==> src/rtl/lfsr_msg_buffer.sv <==
// Elastic buffer between the LFSR message generator and the DES core, with pause, count and completion status.
// Latency: a word accepted on an edge appears on out_data right after that edge; status outputs are registered.
// Backpressure: pause is raised once DEPTH-2 words are held; a word arriving at full with no pop is dropped and flagged.
module lfsr_msg_buffer #(
  parameter int N         = 64,
  parameter int DEPTH     = 8,
  parameter int ADDR_W    = 3,
  parameter int N_counter = 32
) (
  input  logic                 clk,
  input  logic                 rst,
  input  logic                 flush,
  input  logic [N-1:0]         in_data,
  input  logic                 in_valid,
  input  logic                 in_done,
  output logic                 pause,
  output logic [N-1:0]         out_data,
  output logic                 out_valid,
  input  logic                 out_ready,
  output logic [N_counter:0]   word_count,
  output logic                 drained,
  output logic                 overflow_err
);

  // Occupancy needs one more bit than the address to represent a full buffer.
  localparam int CNT_W = ADDR_W + 1;
  localparam int WC_W  = N_counter + 1;

  localparam logic [CNT_W-1:0]  FULL_C  = CNT_W'(DEPTH);
  localparam logic [CNT_W-1:0]  PAUSE_C = CNT_W'(DEPTH - 2);
  localparam logic [CNT_W-1:0]  ZERO_C  = '0;
  localparam logic [ADDR_W-1:0] LAST_C  = ADDR_W'(DEPTH - 1);

  // Storage and control state.
  logic [N-1:0]       mem_q [DEPTH];
  logic [ADDR_W-1:0]  rd_ptr_q, rd_ptr_d;
  logic [ADDR_W-1:0]  wr_ptr_q, wr_ptr_d;
  logic [CNT_W-1:0]   count_q, count_d;
  logic [WC_W-1:0]    word_count_q, word_count_d;
  logic               done_seen_q, done_seen_d;
  logic               drained_q, drained_d;
  logic               overflow_q, overflow_d;
  logic               pause_q, pause_d;

  // Handshake qualifiers for this cycle.
  logic               pop;
  logic               push;
  logic               drop;
  logic               wr_en;

  // Pointer advance with explicit wrap from the last slot back to slot 0.
  function automatic logic [ADDR_W-1:0] ptr_inc(input logic [ADDR_W-1:0] p);
    if (p == LAST_C) begin
      ptr_inc = '0;
    end else begin
      ptr_inc = p + ADDR_W'(1);
    end
  endfunction

  // Head of the buffer is presented combinationally; it is meaningless while empty.
  assign out_valid = (count_q != ZERO_C);
  assign out_data  = mem_q[rd_ptr_q];

  // A push at full is still legal when the head leaves in the same cycle.
  assign pop   = out_valid && out_ready;
  assign push  = in_valid && ((count_q < FULL_C) || pop);
  assign drop  = in_valid && (count_q == FULL_C) && !pop;

  // Flush discards whatever word is offered alongside it.
  assign wr_en = push && !flush;

  // Next-state for pointers, occupancy, counters and status; flush overrides everything.
  always_comb begin
    rd_ptr_d     = rd_ptr_q;
    wr_ptr_d     = wr_ptr_q;
    count_d      = count_q;
    word_count_d = word_count_q;
    done_seen_d  = done_seen_q;
    drained_d    = drained_q;
    overflow_d   = overflow_q;
    pause_d      = pause_q;

    if (flush) begin
      rd_ptr_d     = '0;
      wr_ptr_d     = '0;
      count_d      = '0;
      word_count_d = '0;
      done_seen_d  = 1'b0;
      drained_d    = 1'b0;
      overflow_d   = 1'b0;
      pause_d      = 1'b0;
    end else begin
      if (pop) begin
        rd_ptr_d = ptr_inc(rd_ptr_q);
      end
      if (push) begin
        wr_ptr_d     = ptr_inc(wr_ptr_q);
        word_count_d = word_count_q + WC_W'(1);
      end

      // Simultaneous push and pop leave occupancy unchanged, including at full.
      case ({push, pop})
        2'b10:   count_d = count_q + CNT_W'(1);
        2'b01:   count_d = count_q - CNT_W'(1);
        default: count_d = count_q;
      endcase

      overflow_d  = overflow_q | drop;
      done_seen_d = done_seen_q | in_done;

      // Two slots of headroom cover the one extra word the LFSR may emit
      // in the cycle it first observes pause.
      pause_d     = (count_d >= PAUSE_C);

      // Completion is reported only once the region has ended and every word
      // has left; any new word brings the count back above zero and clears it.
      drained_d   = done_seen_d && (count_d == ZERO_C);
    end
  end

  // Control and status registers with asynchronous reset.
  always_ff @(posedge clk or posedge rst) begin
    if (rst) begin
      rd_ptr_q     <= '0;
      wr_ptr_q     <= '0;
      count_q      <= '0;
      word_count_q <= '0;
      done_seen_q  <= 1'b0;
      drained_q    <= 1'b0;
      overflow_q   <= 1'b0;
      pause_q      <= 1'b0;
    end else begin
      rd_ptr_q     <= rd_ptr_d;
      wr_ptr_q     <= wr_ptr_d;
      count_q      <= count_d;
      word_count_q <= word_count_d;
      done_seen_q  <= done_seen_d;
      drained_q    <= drained_d;
      overflow_q   <= overflow_d;
      pause_q      <= pause_d;
    end
  end

  // Word storage needs no reset: slots are only read after being written.
  always_ff @(posedge clk) begin
    if (wr_en) begin
      mem_q[wr_ptr_q] <= in_data;
    end
  end

  assign pause        = pause_q;
  assign word_count   = word_count_q;
  assign drained      = drained_q;
  assign overflow_err = overflow_q;

endmodule

==> config.mk <==
export PLATFORM = sky130hd
export DESIGN_NAME = lfsr_msg_buffer
export DESIGN_NICKNAME = d
export VERILOG_FILES = /design/src/rtl/lfsr_msg_buffer.sv
export SDC_FILE = /design/constraint.sdc
export NUM_CORES = 1
export LEC_CHECK = 0
export BUFFER_PORTS_ARGS = -buffer_cell sky130_fd_sc_hd__buf_2
export CORE_MARGIN = 2
export CORE_UTILIZATION = 50
export DETAILED_ROUTE_END_ITERATION = 7
export PLACE_DENSITY = 0.7
export SETUP_SLACK_MARGIN = 0.02
export SLEW_MARGIN = 20
export SYNTH_ARGS = -nofsm -noshare
export SYNTH_HDL_FRONTEND = slang
export SYNTH_SLANG_ARGS = --single-unit
export TNS_END_PERCENT = 10
==> constraint.sdc <==
create_clock -name clk -period 7.75 [get_ports clk]
set_input_delay 1.55 -clock clk [delete_from_list [all_inputs] [get_ports clk]]
set_output_delay 1.55 -clock clk [all_outputs]
set_load 0.01 [all_outputs]
=== Word-level counts from Yosys, hierarchy flattened ===
Memories as Yosys holds them, arrays and structs flattened.
Cells that the tools add are included.

* $add $sub $neg: 5
* $lt $le $gt $ge: 2
* Eq/ne operators: 5
* Multiplexer cells: 17
* Bitwise gates (word level): 2
* Reductions and logical operators: 13

{| class="wikitable"
|+ Operator list
! kind !! number
|-
| $mux 33 || 2
|-
| $add 33x1->33 const B || 1
|-
| $mux 3 || 6
|-
| $mux 4 || 2
|-
| $pmux 4 s2 || 1
|-
| $add 3x1->3 const B || 2
|-
| $eq 3x3->1 const B || 2
|-
| $logic_and 1x1->1 || 6
|-
| $mux 1 || 6
|-
| $add 4x1->4 const B || 1
|-
| $eq 4x4->1 const B || 1
|-
| $ge 4x3->1 const B || 1
|-
| $logic_not 4->1 || 1
|-
| $lt 4x4->1 const B || 1
|-
| $reduce_bool 2->1 || 2
|-
| $reduce_bool 4->1 || 1
|-
| $sub 4x1->4 const B || 1
|-
| $eq 2x1->1 const B || 1
|-
| $eq 2x2->1 const B || 1
|-
| $logic_not 1->1 || 2
|-
| $or 1x1->1 || 2
|-
| $logic_or 1x1->1 || 1
|}

* Register bits after elaboration: 47
* Bits in writable memories: 512
* Input port bits: 70
* Memories kept: 1

{| class="wikitable"
|+ Memories
! name !! depth !! width !! rd ports !! clocked after memory_dff !! write ports !! RTL line !! RTL
|-
| mem_q || 8 || 64 || 1 || 0 || 1 || 35 || <nowiki>logic [N-1:0] mem_q [DEPTH];</nowiki>
|}

=== Logic depth before layout (Yosys ltp) ===
Gate-level depths: netlist of the first run.

* Depth after elaboration: 10
* Depth in mapped cells: 10
* Mapped depth without buffers: 9

=== Worst setup path after synthesis of the first run ===
No wires, ideal clock.

* Path type: input to register
* Start point: in out_ready
* End point: mem mem_q[0][0] (enable)
* Setup time: 0.565 ns
* Arrival time: 6.715 ns
* Data required time: 7.185 ns
* Setup slack: 0.470 ns
* Cell stages on the path: 5
* Cell sequence: nand2b_1 buf_4 nand2_1 or3_1 nor3_1

* Cells in the longest elaborated chain, start to end: 6

{| class="wikitable"
|+ Ends and longest elaborated chain
! what !! RTL line !! RTL
|-
| start: declaration || 19 || <nowiki>input logic out_ready,</nowiki>
|-
| $logic_and 1x1->1 || 65 || <nowiki>assign pop = out_valid && out_ready;</nowiki>
|-
| $logic_or 1x1->1 || 66 || <nowiki>assign push = in_valid && ((count_q < FULL_C) || pop);</nowiki>
|-
| $logic_and 1x1->1 || 66 ||
|-
| $logic_and 1x1->1 || 70 || <nowiki>assign wr_en = push && !flush;</nowiki>
|-
| $mux 1 || 146 || <nowiki>if (wr_en) begin</nowiki>
|-
| $mux 1 (implied by the code) || 147 || <nowiki>mem_q[wr_ptr_q] <= in_data;</nowiki>
|-
| end: declaration || 35 ||
|}

No other way between the ends.

=== Worst setup path after layout of the first run ===
* Start point: reg rd_ptr_q[0]
* End point: out out_data[21]

* Cells in the longest elaborated chain, start to end: 1

{| class="wikitable"
|+ Ends and longest elaborated chain
! what !! RTL line !! RTL
|-
| start: declaration || 36 || <nowiki>logic [ADDR_W-1:0] rd_ptr_q, rd_ptr_d;</nowiki>
|-
| start signal: assignment || 133 || <nowiki>rd_ptr_q <= rd_ptr_d;</nowiki>
|-
| $mem_v2 8x64 || - ||
|-
| end: declaration || 17 || <nowiki>output logic [N-1:0] out_data,</nowiki>
|}

No other way between the ends.

==> results.md, run 1 <==
* Die height at 213 µm
* Top cells by area, synth: edfxtp_1 (70%), mux4_2 (13%), dfrtp_1 (5.4%)
* Initial Util at 50.7%
* Synth async-reset ratio at 8.41%
* Max Cap Viol at 0
* Post-Syn Area at 0.0218 mm²
* Clk_skew at 19.0 ps
* Critical path class: flop to output port
* Final nets at 1,299
* Worst slew pin tran at 1060 ps
* Met3 wire len at 2610 µm
* Post-Synth XOR/XNOR Area at 0.321%
* Syn Inst Count at 1,031
* GPL Wtd Cong at 0.758
* Max Fclk at 0.203 GHz
* WL/cell at 22.8 µm
* RSZ-0062 raised after global routing: false
* Met2 routed WL at 20,900 µm
* GRT Util Overall at 19.1%
* Global-route wire length before repair at 64,700 µm
* Initial antenna violation count at 8
* Core Area at 0.0431 mm²
* Grt ovf at 0
* Via/cell ratio at 5.71
* Final period util at 63.6%
* CTS root buffer: clkbuf_16
* Synth cell types at 42
* Die ar. at 0.0454 mm²
* Initial DRC count at 685
* Hold crit path type: flop to flop
* Vias in the first global route at 10,900
* Post-CTS sizing at 0
* Number of synthesized flops with an enable pin at 512
* IO Count at 171
* Clk pin slew, worst setup/hold paths at 60 ps
* Post-Route WL at 42,300 µm
* Dpl cell area at 0.0234 mm²
* Top layer used by detailed routing: met5
* Post-CTS Setup Bufs at 0
* Crit path launch type: flop
* 1st-pass router iterations at 5
* Setup crit end kind: output port
* Avg Cell Area, Syn at 21.2 µm²
* Slew Limit Fails at 0
* Chip width at 213 µm
* Dpl cells at 1,747
* Drt drc at 0
* CTS Sinks at 559
* Crit path max fanout at 85
* Pleak at 8.34 nW
* Fill count at 3,138
* Leading area contributor after synthesis: edfxtp_1
* Most common cell in the synthesized netlist: edfxtp_1
* Clk buf depth at 3
* Syn Nets at 1,109
* Main combinational cell family by area after synthesis: multiplexers
* Cell Count, Final, Fillers Out at 1,855
* Worst Path Arrival at 3380 ps
* Tmin final at 4930 ps
* Synth top area share at 70.4%
* DP Wirelength at 23,000 µm
* VDD IR-drop max at 0.187 mV
* Yosys warning count at 0
* Setup TNS at 0 ps
* Synth top cells by count: edfxtp_1 (512), mux4_2 (128), mux2_2 (72)
* Row count at 76
* Final Hold Viols at 0
* CTS Buf Count at 56
* Mux cell area share after synthesis at 17.0%
* CTS tree: built
* Detailed-route via count at 10,600
* Worst Path Required at 6200 ps
* Port bufs at 170
* Met1 WL at 18,100 µm
* Post-synthesis register bit count at 559
* Hold Buf Count CTS at 0
* Adder-cell share of the synthesized area at 0.458%
* Most used DFF post-synth: edfxtp_1
* Hold slack at 499 ps
* Tot Pwr at 0.00719 W
* Area added between synthesis and finish at 15.5%
* Final Cell Area at 0.0252 mm²
* Simple-gate share of the synthesized area at 3.66%
* Complex-gate fraction of the synthesized area at 1.54%
* Worst slew margin at 29.4%
* Seq/Total Area, Yosys at 75.8%
* ANT nets after route at 0
* PwrDens at 285 mW/mm²
* H-tree depth at 2
* Fraction of layout cells with a size suffix above 1 at 38.2%
* Largest net degree at the start of global routing at 86
* Setup violators final at 0
* Status: finished clean
* Clock Latency Late Sink at 590 ps
==> stage by stage <==
stage                     util (%)  setup WS (ps)
final                         58.5           2820
after global routing          58.5           2520
after CTS                     58.4           2650
after detailed placement      54.3           2940
after global placement        54.2           3020
after floorplan                  -            470
==> worst paths after layout <==
check | startpoint | to | slack, ps | depth (start not counted)
max | rd_ptr_q[0] | out_data[21] | 2820 | 4
min | overflow_err | overflow_err | 500 | 2
max reg2reg | count_q[3] | mem_q[6][6] | 4610 | 5
min reg2reg | overflow_err | overflow_err | 500 | 2
max in group asynchronous | rst | rd_ptr_q[2] | 6060 | 2
min in group asynchronous | rst | word_count[32] | 1100 | 2
==> registers in the layout, indices dropped and copies added (netlist names) <==
| name | flops |
|---|---|
| done_seen_q | 1 |
| overflow_err | 1 |
| word_count | 33 |
| pause | 1 |
| count_q | 4 |
| rd_ptr_q | 3 |
| mem_q | 512 |
| wr_ptr_q | 3 |
| drained | 1 |
==> cells by family (layout without fill, tap and decap cells) <==
kind of cell,count (synthesis),count (layout)
AOI/OAI and AO/OA,55,55
xor gates and xnor gates,8,8
adders and majority gates,8,8
buffers and inverters,60,297
DFF,559,559
muxes,202,202
other,0,2
and+or+nand+nor,139,139
==> per-layer routing <==
| layer | vias to the layer above | track usage [%] |
|---|---|---|
| met5 | - | 0 |
| met4 | 12 | 4.44 |
| met3 | 59 | 4.47 |
| met2 | 274 | 31.1 |
| met1 | 5562 | 26.4 |
| li1 | 4679 | - |
==> final cells by class <==
cell class	count	area [µm²]	area share, %
sequential	559	16600	65.7
antenna	2	5.00	0.0199
clock buffer	74	1540	6.11
multi-input combinational	412	5080	20.1
timing repair buffer	186	1020	4.03
inverter	6	23.8	0.0943
clock inverter	31	254	1.01
tap	585	732	2.90
==> worst max-delay path, cell delays in order (launching register included) <==
cell and delay, ps:
dfrtp_4 1040, buf_12 650, mux4_2 590, mux2_2 310
buf_2 150
==> layout by cell type (no fill, tap or decap), types with 12 or more instances in the layout <==
| master | count |
|---|---|
| or4_1 | 15 |
| nand3_1 | 13 |
| mux4_2 | 128 |
| mux2_2 | 72 |
| buf_2 | 170 |
| clkinv_2 | 13 |
| dfrtp_1 | 44 |
| a21oi_1 | 28 |
| clkbuf_16 | 57 |
| o31ai_1 | 15 |
| nor2_1 | 23 |
| buf_4 | 13 |
| nand2_1 | 21 |
| clkbuf_1 | 12 |
| edfxtp_1 | 512 |
==> report_power, final <==
part	total (W)	internal, W	leakage, nW	switching [W]
Combinational	0.00111	0.000607	2.19	0.000504
Sequential	0.00347	0.00336	5.27	0.000108
Clock	0.00261	0.00153	0.883	0.00108
(Power assumes the default switching activity.)
==> run 2: changes to the inputs <==
--- a/config.mk
+++ b/config.mk
@@ -5,6 +5,7 @@
 export SDC_FILE = /design/constraint.sdc
 export NUM_CORES = 1
 export LEC_CHECK = 0
+export ABC_AREA = 1
 export BUFFER_PORTS_ARGS = -buffer_cell sky130_fd_sc_hd__buf_2
 export CORE_MARGIN = 2
 export CORE_UTILIZATION = 50
==> constraint.sdc (replaced) <==
create_clock -name clk -period 4.98 [get_ports clk]
set_input_delay 0.996 -clock clk [delete_from_list [all_inputs] [get_ports clk]]
set_output_delay 0.996 -clock clk [all_outputs]
set_load 0.01 [all_outputs]
==> run 2 against run 1 <==
Net effect: global-route usage up 2.7 points; via count up 42%; worst setup slack worse by 1800 ps; design area up 3.7%; combinational power up 150%; count of clock-buffer cells in the layout down 12; area after synthesis up 4.2%; largest power group unchanged.
==> results.md, run 2 <==
* Met2 routed WL at 25,100 µm
* Post-synthesis register bit count at 559
* Slew Limit Fails at 0
* Seq/Total Area, Yosys at 72.7%
* Setup violators final at 0
* Clk pin slew, worst setup/hold paths at 60 ps
* Clock Latency Late Sink at 610 ps
* PwrDens at 473 mW/mm²
* Drt drc at 0
* Met3 wire len at 2900 µm
* Fill count at 3,601
* Synth top area share at 67.6%
* CTS Buf Count at 57
* Worst slew pin tran at 1060 ps
* GRT Util Overall at 21.8%
* Global-route wire length before repair at 80,200 µm
* Post-CTS Setup Bufs at 0
* Final period util at 80.1%
* Setup TNS at 0 ps
* Max Cap Viol at 0
* Chip width at 217 µm
* Initial antenna violation count at 8
* Die height at 217 µm
* Post-CTS sizing at 0
* Commonest non-fill, non-tap cells in the layout: edfxtp_1 (512), nor2_1 (464), nand2_1 (340), buf_2 (170), o21ai_0 (141)
* Top layer used by detailed routing: met5
* WL/cell at 19.1 µm
* Worst Path Required at 3980 ps
* Crit path max fanout at 180
* Post-Syn Area at 0.0228 mm²
* Pleak at 9.36 nW
* Final Hold Viols at 0
* Synth cell types at 31
* Most common cell in the synthesized netlist: edfxtp_1
* Die ar. at 0.0472 mm²
* Tmin final at 3990 ps
* Worst Path Arrival at 2990 ps
* VDD IR-drop max at 0.315 mV
* Most common cell on crit path: nand2_1
* CP max stage delay at 460 ps
* IO Count at 171
* CTS root buffer: clkbuf_16
* CTS tree: built
* H-tree depth at 2
* Avg Cell Area, Syn at 12.0 µm²
* Max Fclk at 0.251 GHz
* Final nets at 2,125
* Critical path class: flop to output port
* Crit-path slowest cell: dfrtp_4
* Synth top cells by count: edfxtp_1 (512), nor2_1 (472), nand2_1 (340)
* Synth async-reset ratio at 8.41%
* Row count at 78
* Leading area contributor after synthesis: edfxtp_1
* Vias in the first global route at 14,500
* Most used DFF post-synth: edfxtp_1
* Grt ovf at 0
* Syn Nets at 1,974
* Post-Route WL at 51,600 µm
* Met1 WL at 22,300 µm
* Worst slew margin at 29.2%
* Dpl cell area at 0.0242 mm²
* ANT nets after route at 0
* Core Area at 0.0452 mm²
* Setup crit end kind: output port
* GPL Wtd Cong at 0.869
* Fraction of layout cells with a size suffix above 1 at 14.8%
* Hold crit path type: flop to flop
* Final Cell Area at 0.0261 mm²
* Syn Inst Count at 1,896
* Area added between synthesis and finish at 14.9%
* Clk buf depth at 3
* Most flops, register: mem_q
* Largest net degree at the start of global routing at 259
* Max reg flops at 512
* Top cells by area, synth: edfxtp_1 (68%), nor2_1 (7.8%), nand2_1 (5.6%)
* Yosys warning count at 0
* Via/cell ratio at 5.58
* DP Wirelength at 27,100 µm
* Detailed-route via count at 15,100
* Hold Buf Count CTS at 0
* Port bufs at 170
* Most common cell after layout, fill and taps aside: edfxtp_1
* 1st-pass router iterations at 5
* Status: finished clean
* Initial Util at 50.4%
* RSZ-0062 raised after global routing: false
* Clk_skew at 14.3 ps
* Number of synthesized flops with an enable pin at 512
* Critical Path, Cell by Cell: buf_12 -> buf_16 -> nor2_1 -> o32ai_1 -> nand2_1 -> nand2_1 -> buf_2
* Crit path launch type: flop
* Initial DRC count at 1,429
* CTS Sinks at 559
run 2: cell types whose count changed in the layout (fill, tap and decap cells not counted), sizes merged, moves of 16 or more:
cell | before | now
o32ai | 0 | 128
inv | 7 | 63
mux2 | 72 | 0
o21ai | 5 | 147
a21oi | 28 | 12
mux4 | 128 | 0
nand2 | 21 | 340
nor2 | 29 | 477
run 2: metrics by stage:
step	setup slack (ps)	std cells	total power (W)	hold slack [ps]	utilization [%]
after floorplan	197	1896	0.00730	447	-
after global placement	1700	2587	0.00808	479	53.6
after detailed placement	1610	2587	0.00815	478	53.6
after CTS	1110	2695	0.0124	496	57.8
after global routing	930	2698	0.0129	545	57.9
final	991	2698	0.0124	489	57.9
run 2: per-layer routing:
| metal | global-route usage, % | vias up |
|---|---|---|
| met5 | 0 | - |
| met4 | 6.48 | 12 |
| li1 | - | 7058 |
| met2 | 35.5 | 443 |
| met3 | 4.16 | 104 |
| met1 | 29.9 | 7438 |
run 2: area by class of cell:
cell class | count | area [µm²] | share of cell area [%]
flip-flops and latches | 559 | 16600 | 63.3
multi-input cells | 1171 | 5540 | 21.2
clock buffers | 62 | 1450 | 5.53
repair buffers | 195 | 1150 | 4.38
well taps | 600 | 751 | 2.87
clock inverters | 46 | 460 | 1.76
inverters | 63 | 245 | 0.938
diodes | 2 | 5.00 | 0.0191
run 2: cell families (layout without fill, tap and decap cells):
logic type / count (synthesis) / count (layout) / synth area share (%)
adder cells (fa/ha/maj): 8 / 8 / 0.440
flip-flops: 559 / 559 / 72.7
other: 0 / 2 / 0
AND/OR/NAND/NOR: 869 / 869 / 14.9
AO/OA/AOI/OAI: 292 / 292 / 8.69
buffers and inverters: 166 / 366 / 3.22
XOR/XNOR: 2 / 2 / 0.0770
run 2: power by group:
part	total (W)	switching, W	internal [W]	leakage (nW)
registers	0.00532	0.0000617	0.00526	5.26
logic	0.00273	0.00182	0.000918	3.15
clock network	0.00431	0.00179	0.00252	0.941
run 2: path summary, 6_finish.rpt:
kind                             start           end  slack (ps)  cells past startpoint
min in group asynchronous          rst       drained         540                      2
min reg2reg                done_seen_q   done_seen_q         490                      2
min                        done_seen_q   done_seen_q         490                      2
max                        rd_ptr_q[0]  out_data[26]         990                      7
max in group asynchronous          rst   rd_ptr_q[0]        3860                      2
max reg2reg                 count_q[3]  mem_q[6][51]        2150                      6
run 2: worst max-delay path, delay by kind of cell, from the launching register on:
family	cells	cell delay, ps
buffers and inverters	3	900
DFF	1	460
and+or+nand+nor	3	390
AOI/OAI and AO/OA	1	280
